File: src/rtl/semaforo_scheduler.sv
// -----------------------------------------------------------------------------
// semaforo_scheduler
//
// Cycle-accurate phase scheduler for a two-way intersection (roads A and B)
// with a pedestrian crossing. Green alternates between A and B; a pedestrian
// phase is inserted after the yellow of whichever road is running when a
// button request is pending. Phase durations come from runtime-writable
// configuration registers and take effect at the next load of that phase.
//
// Optional feature macro: SEMAFORO_ALLRED_EN
//   When defined, an all-red clearance phase (CLR_AB / CLR_BA, T_ALLRED
//   cycles) follows each yellow, and the pedestrian decision is taken at the
//   end of the clearance instead of at the end of yellow.
//
// Ports
//   clk       in  1  single clock, all logic on posedge
//   rst       in  1  synchronous active-low reset (0 = reset)
//   bt        in  1  pedestrian button, level, sampled every posedge
//   cfg_we    in  1  configuration write strobe
//   cfg_addr  in  2  0=green A, 1=green B, 2=yellow, 3=pedestrian
//   cfg_data  in  8  duration to write, in cycles (0 behaves as 1)
//   A         out 3  road A lamps {red,yellow,green}, one-hot, registered
//   B         out 3  road B lamps {red,yellow,green}, one-hot, registered
//   walk      out 1  pedestrian walk lamp, registered
//   ped_pend  out 1  pedestrian request latched but not yet served
// -----------------------------------------------------------------------------
module semaforo_scheduler #(
    parameter logic [7:0] T_GREEN_A = 8'd4,
    parameter logic [7:0] T_GREEN_B = 8'd4,
    parameter logic [7:0] T_YELLOW  = 8'd2,
    parameter logic [7:0] T_PED     = 8'd3,
    parameter logic [7:0] T_ALLRED  = 8'd1
) (
    input  logic       clk,
    input  logic       rst,
    input  logic       bt,
    input  logic       cfg_we,
    input  logic [1:0] cfg_addr,
    input  logic [7:0] cfg_data,
    output logic [2:0] A,
    output logic [2:0] B,
    output logic       walk,
    output logic       ped_pend
);

    localparam logic [2:0] LAMP_GREEN  = 3'b001;
    localparam logic [2:0] LAMP_YELLOW = 3'b010;
    localparam logic [2:0] LAMP_RED    = 3'b100;

`ifdef SEMAFORO_ALLRED_EN
    typedef enum logic [2:0] {
        ST_AG     = 3'd0,
        ST_AY     = 3'd1,
        ST_BG     = 3'd2,
        ST_BY     = 3'd3,
        ST_PED    = 3'd4,
        ST_CLR_AB = 3'd5,
        ST_CLR_BA = 3'd6
    } state_t;
`else
    typedef enum logic [2:0] {
        ST_AG  = 3'd0,
        ST_AY  = 3'd1,
        ST_BG  = 3'd2,
        ST_BY  = 3'd3,
        ST_PED = 3'd4
    } state_t;
`endif

    // Counter value loaded on phase entry. The phase is held while the
    // counter runs down and exits on the edge that sees zero, so a duration
    // of D loads D-1; a duration of 0 is clamped to behave as 1.
    function automatic logic [7:0] load_of(input logic [7:0] dur);
        logic [7:0] val;
        if (dur == 8'd0) begin
            val = 8'd0;
        end else begin
            val = dur - 8'd1;
        end
        return val;
    endfunction

    // Road A lamp pattern for a given phase.
    function automatic logic [2:0] lamp_a(input state_t st);
        logic [2:0] lamp;
        case (st)
            ST_AG:   lamp = LAMP_GREEN;
            ST_AY:   lamp = LAMP_YELLOW;
            default: lamp = LAMP_RED;
        endcase
        return lamp;
    endfunction

    // Road B lamp pattern for a given phase.
    function automatic logic [2:0] lamp_b(input state_t st);
        logic [2:0] lamp;
        case (st)
            ST_BG:   lamp = LAMP_GREEN;
            ST_BY:   lamp = LAMP_YELLOW;
            default: lamp = LAMP_RED;
        endcase
        return lamp;
    endfunction

    // Configuration registers
    logic [7:0] green_a_r;
    logic [7:0] green_b_r;
    logic [7:0] yellow_r;
    logic [7:0] ped_r;

    // Scheduler state
    state_t     state_r;
    logic [7:0] cnt_r;
    logic       next_road_r;   // 1: road B gets green after PED, 0: road A
    logic       ped_pend_r;
    logic [2:0] a_r;
    logic [2:0] b_r;
    logic       walk_r;

    // Next-state decode
    logic       expired_s;
    state_t     nxt_state_s;
    logic [7:0] ld_val_s;
    logic       enter_ped_s;
    logic       nxt_road_s;

`ifndef SEMAFORO_ALLRED_EN
    // The clearance duration has no consumer in the default build.
    logic unused_allred_s;
    assign unused_allred_s = ^T_ALLRED;
`endif

    // Configuration register file; a write only changes what the next load of
    // that phase picks up, so an active phase keeps its length.
    always_ff @(posedge clk) begin
        if (!rst) begin
            green_a_r <= T_GREEN_A;
            green_b_r <= T_GREEN_B;
            yellow_r  <= T_YELLOW;
            ped_r     <= T_PED;
        end else if (cfg_we) begin
            case (cfg_addr)
                2'd0:    green_a_r <= cfg_data;
                2'd1:    green_b_r <= cfg_data;
                2'd2:    yellow_r  <= cfg_data;
                2'd3:    ped_r     <= cfg_data;
                default: green_a_r <= green_a_r;
            endcase
        end else begin
            green_a_r <= green_a_r;
        end
    end

    // Phase transition decode on counter expiry and reload value of the
    // phase being entered.
    always_comb begin
        expired_s   = (cnt_r == 8'd0);
        nxt_state_s = state_r;
        nxt_road_s  = next_road_r;
        ld_val_s    = 8'd0;

        if (expired_s) begin
            case (state_r)
                ST_AG: nxt_state_s = ST_AY;
                ST_BG: nxt_state_s = ST_BY;
`ifdef SEMAFORO_ALLRED_EN
                ST_AY: nxt_state_s = ST_CLR_AB;
                ST_BY: nxt_state_s = ST_CLR_BA;
                ST_CLR_AB: begin
                    if (ped_pend_r) begin
                        nxt_state_s = ST_PED;
                        nxt_road_s  = 1'b1;
                    end else begin
                        nxt_state_s = ST_BG;
                    end
                end
                ST_CLR_BA: begin
                    if (ped_pend_r) begin
                        nxt_state_s = ST_PED;
                        nxt_road_s  = 1'b0;
                    end else begin
                        nxt_state_s = ST_AG;
                    end
                end
`else
                ST_AY: begin
                    if (ped_pend_r) begin
                        nxt_state_s = ST_PED;
                        nxt_road_s  = 1'b1;
                    end else begin
                        nxt_state_s = ST_BG;
                    end
                end
                ST_BY: begin
                    if (ped_pend_r) begin
                        nxt_state_s = ST_PED;
                        nxt_road_s  = 1'b0;
                    end else begin
                        nxt_state_s = ST_AG;
                    end
                end
`endif
                ST_PED: begin
                    if (next_road_r) begin
                        nxt_state_s = ST_BG;
                    end else begin
                        nxt_state_s = ST_AG;
                    end
                end
                default: nxt_state_s = ST_AG;
            endcase
        end else begin
            nxt_state_s = state_r;
        end

        case (nxt_state_s)
            ST_AG:     ld_val_s = load_of(green_a_r);
            ST_BG:     ld_val_s = load_of(green_b_r);
            ST_AY:     ld_val_s = load_of(yellow_r);
            ST_BY:     ld_val_s = load_of(yellow_r);
            ST_PED:    ld_val_s = load_of(ped_r);
`ifdef SEMAFORO_ALLRED_EN
            ST_CLR_AB: ld_val_s = load_of(T_ALLRED);
            ST_CLR_BA: ld_val_s = load_of(T_ALLRED);
`endif
            default:   ld_val_s = 8'd0;
        endcase

        // PED never follows itself, so any expiry landing in PED is an entry.
        enter_ped_s = expired_s && (nxt_state_s == ST_PED);
    end

    // Scheduler FSM: state, phase counter, pedestrian request and the
    // registered lamp outputs derived from the state being entered.
    always_ff @(posedge clk) begin
        if (!rst) begin
            state_r     <= ST_AG;
            cnt_r       <= load_of(T_GREEN_A);
            next_road_r <= 1'b0;
            ped_pend_r  <= 1'b0;
            a_r         <= LAMP_GREEN;
            b_r         <= LAMP_RED;
            walk_r      <= 1'b0;
        end else begin
            if (expired_s) begin
                state_r <= nxt_state_s;
                cnt_r   <= ld_val_s;
            end else begin
                state_r <= state_r;
                cnt_r   <= cnt_r - 8'd1;
            end

            next_road_r <= nxt_road_s;

            // Entering PED serves the request and beats a simultaneous press;
            // presses while in PED are ignored so a held button yields one
            // request per visit.
            if (enter_ped_s) begin
                ped_pend_r <= 1'b0;
            end else if (bt && (state_r != ST_PED)) begin
                ped_pend_r <= 1'b1;
            end else begin
                ped_pend_r <= ped_pend_r;
            end

            a_r    <= lamp_a(nxt_state_s);
            b_r    <= lamp_b(nxt_state_s);
            walk_r <= (nxt_state_s == ST_PED);
        end
    end

    assign A        = a_r;
    assign B        = b_r;
    assign walk     = walk_r;
    assign ped_pend = ped_pend_r;

endmodule

File: config.mk
export PLATFORM = sky130hd
export DESIGN_NAME = semaforo_scheduler
export DESIGN_NICKNAME = d
export VERILOG_FILES = /design/src/rtl/semaforo_scheduler.sv
export SDC_FILE = /design/constraint.sdc
export NUM_CORES = 1
export LEC_CHECK = 0
export CAP_MARGIN = 20
export CORE_ASPECT_RATIO = 0.7
export CORE_MARGIN = 2
export CORE_UTILIZATION = 35
export DETAILED_ROUTE_END_ITERATION = 10
export DONT_BUFFER_PORTS = 1
export HOLD_SLACK_MARGIN = 0.1
export PLACE_DENSITY = 0.51
export RECOVER_POWER = 100
export SLEW_MARGIN = 20
export SYNTH_ARGS = -nofsm -noshare
export SYNTH_HDL_FRONTEND = slang
export SYNTH_SLANG_ARGS = --single-unit
File: constraint.sdc
create_clock -name clk -period 6.1 [get_ports clk]
set_clock_uncertainty 0.1 [all_clocks]
set_input_delay 1.22 -clock clk [delete_from_list [all_inputs] [get_ports clk]]
set_output_delay 1.22 -clock clk [all_outputs]
set_load 0.01 [all_outputs]
==> results.md, run 1 <==
- The number of sinks on the clock net is 52.
- The startpoint of the most critical register-to-register path is cnt_r[0].
- The mean area per synthesized cell is 8.270 um^2.
- The worst-case setup slack after placement is ~3.5 ns.
- The maximum level of the CTS H-tree is 2.
- The die is 113.6 um wide.
- The standard-cell row count is 27.
- The overall die area is just over 0.009 mm^2.
- The number of clock buffers added by TritonCTS is 5.
- The start point of the worst hold path is yellow_r[7].
- After clock tree synthesis, the setup repair step added 0 buffers.
- The post-synthesis net count is between 300 and 400.
- The total overflow left after global routing is 0.
- The clock root buffer is clkbuf_16.
- The number of instances in the synthesized netlist is 356.
- 22 I/O pins were placed.
- The power density over the cells is 280.0 mW/mm^2.
- Setup repair after global routing left no endpoint under its margin.
- The number of warning messages in the yosys log is 0.
- The worst-margin pin slew is approximately 0.88 ns.
- The count of endpoints failing hold in the final timing report came to 0.
- The via count of the first global-routing pass came to 2357.
- Summed over its instances, the top area cell type makes up between 30% and 40% of the synthesized netlist area.
- The cell area that synthesis handed to floorplanning was 0.002944 mm^2.
- TritonCTS built the clock tree.
- The post-route netlist has 4.571% of its cells at a drive strength greater than 1.
- For hold timing, the worst endpoint is yellow_r[7].
- By startpoint and endpoint, the worst setup path is classified as reg2reg.
- The static leakage is roughly 1.2 nW.
- The number of max-cap violations is 0.
- The endpoint identified for the worst register-to-register timing path is cnt_r[5].
- After legalization and detailed placement, the total HPWL measured between 5000 and 6000 um.
- The critical path required time is 6.22 ns.
- Timing would allow up to approximately 0.34 GHz.
- The number of nets still failing antenna checks after routing is 0.
- At the end of the flow the core is filled with cells to 39.24%.
- The flow ran to the end, and the final reports show no timing, DRC or antenna violations.
- The worst max-slew margin expressed relative to the limit is 40.54%.
- The number of antenna violations at the first check in global routing was 0.
- The total of cells resized after clock tree synthesis is 0.
- By area the synthesized netlist is led by dfxtp_1 35%, mux2i_1 7.8%, nand2_1 5.5%.
- The number of iterations in the first detailed-routing pass is 4.
- The largest total area in the synthesized netlist belongs to dfxtp_1.
- The via count is 2486.
- The number of violations reported at the end of detailed-routing iteration 0 is about 140.
- The first global-routing pass estimated around 13000 um of wire.
- Counting flops with a built-in enable in the synthesized netlist gives 0.
- The data arrival time of the critical path is 3.04 ns.
- The worst setup path is captured at a flop.
- IR analysis of the VDD net gives a maximum drop of 0.1016 mV.
- For flop-to-flop paths, the worst setup slack is 3.18 ns.
- The height of the die is 80.74 um.
- The predominant post-synthesis flop cell is dfxtp_1.
- Synthesis instantiated 53 different standard cells from the library.
- In this run the worst hold path is classified as reg2reg.
- The depth of the worst register-to-register path is 7.
- The portion of the clock cycle consumed by the worst path in the final layout is 47.94%.
- The startpoint class of the critical path is a flop.
- For this run, global-route usage on met2 was measured as about a quarter.
- The global-route usage over all layers is 18.48%.
- The antenna diode count is 0.
- Entering global routing, the biggest net connects 50 pins.
- The busiest metal layer after global routing is met1.
- The number of synthesized register bits is 52.
- Of all nets on the critical path, the largest fanout is 11.
- The layout-stage area growth over the synthesis result is 6.715%.
- The smallest setup slack after layout is between 3 and 4 ns.
- In this run the tool buffered the top-level ports with 0 buffer cells.
- Wires add up to 7719 um.
- Clock-pin slew was measured on the worst setup and hold paths at 0.07 ns.
- For this design, the CTS-stage hold fixing added 0 buffers.
- The number of slew-limit violations in the final report is 0.
- The detailed-route DRC error count is 0.
- The fraction of the yosys area taken by sequential cells is 35.36%.
- The met3 track utilization from global routing is between 4 and 5%.
- The proportion of synthesized flip-flops having asynchronous set or reset is 0%.
- The average detailed-routed wire length per instance is around 17 um.
- The largest buffer count on any clock path is 2.
- The met1 track demand over resource in global routing is between 20 and 30%.
- The region available for standard cell placement spans 0.008006 mm^2.
- The clock period minus worst slack is between 2 and 3 ns.
- Counting instances, the worst hold path has a depth of 2.
- The start point of the critical path is cnt_r[0].
- For the final routed database, the setup TNS stands at 0 ns.
- Setup violations remaining at the end of the flow were counted as 0.
- Routability-driven placement finished with a final weighted congestion of 0.8523.
- The starting utilization of the core area is 36.77%.
- The clock latency reported for the late side of the worst-skew pair is 0.30 ns.
- In the final design database the tool counted 369 nets.
- The via density per instance is 5.512.
[worst max-delay path by stage]
stage,cells past startpoint,end,slack (ns)
global route,7,cnt_r[5],3.04
floorplan,4,green_a_r[2],3.82
finish,7,cnt_r[5],3.18
detailed placement,7,cnt_r[1],3.53
CTS,7,B[2],3.52
global placement,7,cnt_r[0],3.62
[cell type report]
class / instances / area, um^2
Clock buffer: 6 / 128.9
Fill cell: 819 / 4865
Inverter: 16 / 60.06
Timing Repair Buffer: 1 / 3.754
Tap cell: 101 / 126.4
Multi-Input combinational cell: 273 / 1765
Clock inverter: 2 / 16.27
Sequential cell: 52 / 1041
[metrics by stage]
step	cell area, um^2	power (mW)	hold slack (ns)	std cells
6_report	3142	0.8796	0.3895	451
5_1_grt	3142	0.9362	0.4100	451
4_1_cts	3164	0.8901	0.3952	451
3_5_place_dp	3019	0.6086	0.3850	443
3_3_place_gp	3019	0.6050	0.3799	443
2_1_floorplan	2944	0.5636	0.3575	356
[registers in the layout, summed over array words and instances, names as in the netlist, 3 cells and up]
name,count
yellow_r,8
A,3
green_a_r,8
state_r,3
ped_r,8
B,3
cnt_r,8
green_b_r,8
[cells by family (layout without fill, tap and decap cells)]
group | after synthesis | count (layout) | synth area share (%)
simple gates | 164 | 164 | 29.37
compound gates | 67 | 67 | 17.00
flops | 52 | 52 | 35.36
buf+inv | 31 | 25 | 4.037
mux | 23 | 23 | 7.820
xor+xnor | 13 | 13 | 3.867
fa+ha+maj | 6 | 6 | 2.550
[cells in the final DEF (no fill, tap or decap), types with 6 or more instances in the layout]
cell	instances
nor2_1	23
ha_1	6
nand2_1	43
o211ai_1	8
o21ai_0	6
xor2_1	10
nor3_1	20
or3_1	8
nand3_1	14
nor2b_1	19
nor4_1	7
a21oi_1	10
dfxtp_1	52
mux2i_1	23
a21boi_0	14
inv_1	16
a31oi_1	6
[where the power goes]
| group | switching, mW | internal, mW |
|---|---|---|
| clock | 0.128 | 0.153 |
| combinational | 0.117 | 0.0752 |
| sequential | 0.0374 | 0.368 |
| total | 0.283 | 0.597 |
[synth_stat cells (4+ instances only)]
cell type	number
dfxtp_1	52
nand2_1	43
mux2i_1	23
nor2_1	22
nor3_1	20
nor2b_1	19
inv_1	16
a21boi_0	14
nand3_1	14
clkbuf_1	12
a21oi_1	10
xor2_1	10
o211ai_1	8
or3_1	8
nor4_1	7
a31oi_1	6
ha_1	6
o21ai_0	6
nand2b_1	4
nor3b_1	4
or4_1	4
[worst max-delay path: stages, from the launching register on]
cell     delay (ns)
dfxtp_1        0.34
inv_1          0.08
ha_1           0.22
nor4b_1        0.74
nand2_1        0.47
a211o_1        0.42
o221a_2        0.31
a31oi_1        0.17
[per-layer routing]
layer  wire length [um]  vias to the layer above
met2               2988                       52
li1                   -                     1262
met4                104                        0
met5                  0                        -
met3                437                        8
met1               4189                     1164
Power figures use the tool's default switching activity.
==> inputs of run 2 (changes only) <==
==> constraint.sdc (replaced) <==
create_clock -name clk -period 3 [get_ports clk]
set_clock_uncertainty 0.1 [all_clocks]
set_input_delay 0.6 -clock clk [delete_from_list [all_inputs] [get_ports clk]]
set_output_delay 0.6 -clock clk [all_outputs]
set_load 0.01 [all_outputs]
==> results.md, run 2 (synthesized netlist as in run 1, its figures left out) <==
- The average detailed-routed wire length per instance is 16.65 um (was 17.12 um).
- The core outline area is 0.008006 mm^2 (unchanged).
- The peak ir drop on the vdd network was 0.2754 mV (was 0.1016 mV).
- The category of the worst setup path capture point is a flop (unchanged).
- The via count came to 2496 (was 2486).
- The met2 wire length is 2919 um (was 2988 um).
- The post-CTS setup repair buffer count came to 0 (unchanged).
- The overall die area is 0.009173 mm^2 (unchanged).
- The smallest setup slack after layout is 0.3256 ns (was 3.176 ns).
- The cell area after layout is 0.003167 mm^2 (was 0.003142 mm^2).
- Leading cell types in the layout, fill and taps excluded: 52 x dfxtp_1, 43 x nand2_1, 23 x mux2i_1, 22 x nor2_1, 20 x nor3_1 (was 52 x dfxtp_1, 43 x nand2_1, 23 x mux2i_1, 23 x nor2_1, 20 x nor3_1).
- The number of filler instances in the final layout was 832 (was 819).
- The clock-pin transition on the worst setup and hold timing paths was 0.08 ns (was 0.07 ns).
- The met3 wire length is 386 um (was 437 um).
- The layout-stage area growth over the synthesis result came to 7.565% (was 6.715%).
- The TritonCTS clock tree was yes (unchanged).
- Unrepaired setup endpoints after global routing: false (unchanged).
- The portion of the clock cycle consumed by the worst path in the final layout was 89.15% (was 47.94%).
- The worst max-slew margin expressed relative to the limit is 61.76% (was 40.54%).
- The most common library cell in the layout ignoring fill and taps is dfxtp_1 (unchanged).
- The height of the die was 80.74 um (unchanged).
- The estimated wirelength of the detail-placed design is 5723 um (was 5908 um).
- The number of buffers added to fix hold violations after cts is 0 (unchanged).
- The count of endpoints failing hold in the final timing report is 0 (unchanged).
- The fraction of final layout cells with drive strength greater than 1 is 5.983% (was 4.571%).
- The clock latency reported for the late side of the worst-skew pair came to 0.30 ns (about the same).
- The critical path required time is 3.09 ns (was 6.22 ns).
- The number of violations reported at the end of detailed-routing iteration 0 came to 133 (was 139).
- The path category of the worst min-delay check is in2reg (was reg2reg).
- The clock period minus worst slack is 2.674 ns (was 2.924 ns).
- The global-route usage over all layers is 17.52% (was 18.48%).
- The number of port buffers is 0 (unchanged).
- The horizontal die dimension is 113.6 um (unchanged).
- The number of ports placed on the die boundary came to 22 (unchanged).
- The data arrival time of the critical path was 2.76 ns (was 3.04 ns).
- The total placed instance area was 0.003027 mm^2 (was 0.003019 mm^2).
- The number of iterations in the first detailed-routing pass was 4 (unchanged).
- The total of cells resized after clock tree synthesis is 0 (unchanged).
- The worst-margin pin slew came to 0.5692 ns (was 0.8795 ns).
- The maximum number of pins on one net before global-route repair came to 50 (unchanged).
- The largest buffer count on any clock path came to 2 (unchanged).
- The total negative slack is 0 ns (unchanged).
- The standard-cell row count was 27 (unchanged).
- Status: finished clean (unchanged).
- The number of max-cap violations came to 0 (unchanged).
- The number of buffers created by CTS is 5 (unchanged).
- The area of combinational cells with multiple inputs is 0.001780 mm^2 (was 0.001765 mm^2).
- The smallest hold slack is 0.2743 ns (was 0.3895 ns).
- The starting utilization of the core area came to 36.77% (unchanged).
- The routed wire length is 7526 um (was 7719 um).
- The routability-driven placement congestion ratio is 0.8329 (was 0.8523).
- The power density over the cells is 572.1 mW/mm^2 (was 280.0 mW/mm^2).
- The static leakage is 1.215 nW (was 1.200 nW).
- The wire length of the first global-routing pass is 12290 um (was 13050 um).
- The fmax was 0.3739 GHz (was 0.3420 GHz).
- The category of the critical setup timing path is reg2reg (unchanged).
- The combined flip-flop and latch cell area is 0.001041 mm^2 (unchanged).
- The number of slew-limit violations in the final report is 0 (unchanged).
- The number of nets still failing antenna checks after routing is 0 (unchanged).
- The count of final setup violators was 0 (unchanged).
- The net count of the finished layout came to 370 (was 369).
- The maximum level of the CTS H-tree came to 2 (unchanged).
- The highest routing layer actually used is met4 (unchanged).
- The detailed-route wire length on metal 1 is 4133 um (was 4189 um).
- The number of sinks on the clock net was 52 (unchanged).
- The clock root buffer is clkbuf_16 (unchanged).
- The via count of the first global-routing pass is 2269 (was 2357).
- The via density per instance was 5.522 (was 5.512).
- The post-layout utilization of the core is 39.55% (was 39.24%).
- The total grt overflow was 0 (unchanged).
- The number of antenna violations at the first check in global routing is 0 (unchanged).
- The worst-case setup slack after placement came to 0.4265 ns (was 3.526 ns).
- The largest fanout on the critical path is 11 (unchanged).
- The detailed-route DRC error count is 0 (unchanged).
- The antenna diode count is 0 (unchanged).
- The startpoint class of the critical path is a flop (unchanged).
run 2: changes by cell type in the layout (fill, tap and decap cells not counted):
cell / before / now
buf_4: 0 / 1
clkbuf_1: 2 / 1
o22ai_1: 1 / 0
nor4b_1: 2 / 1
clkinv_2: 0 / 1
inv_6: 0 / 1
nor2_2: 0 / 1
o22ai_2: 0 / 1
nor2_1: 23 / 22
nor4b_2: 0 / 1
clkinvlp_4: 1 / 0
run 2: where the power goes:
group / internal, mW / switching [mW]
Combinational: 0.159 / 0.240
Clock: 0.313 / 0.277
Sequential: 0.749 / 0.0740
run 2: path summary, 6_finish.rpt:
check	slack [ns]	cells past startpoint	end	from
min	0.27	1	green_a_r[2]	rst
max reg2reg	0.33	7	cnt_r[6]	cnt_r[0]
max	0.33	7	cnt_r[6]	cnt_r[0]
min reg2reg	0.39	2	next_road_r	next_road_r
run 2: final cells by class:
cell class / count / area share, %
clock buffer: 5 / 3.951
clock inverter: 3 / 0.7112
inverter: 16 / 1.896
multi-input combinational: 273 / 56.22
sequential: 52 / 32.87
tap: 101 / 3.991
timing repair buffer: 2 / 0.3556
run 2: per-stage QoR:
| stage | power [mW] | cells |
|---|---|---|
| 2_1_floorplan | 1.146 | 356 |
| 3_3_place_gp | 1.232 | 444 |
| 3_5_place_dp | 1.233 | 444 |
| 4_1_cts | 1.822 | 452 |
| 5_1_grt | 1.904 | 452 |
| 6_report | 1.812 | 452 |
run 2: critical path, cell delays in order, from the launching register on:
cell and delay (ns):
dfxtp_1 0.34, inv_1 0.09, ha_1 0.21, or4b_1 0.56, nor2_2 0.32, o22a_1 0.45, nor3_1 0.11, o311a_1 0.37
run 2: layer usage:
layer  vias up  GRT usage, %
met2        51         23.83
met4         0         4.756
met3         7         4.552
li1       1265             -
met5         -             0
met1      1173         26.86
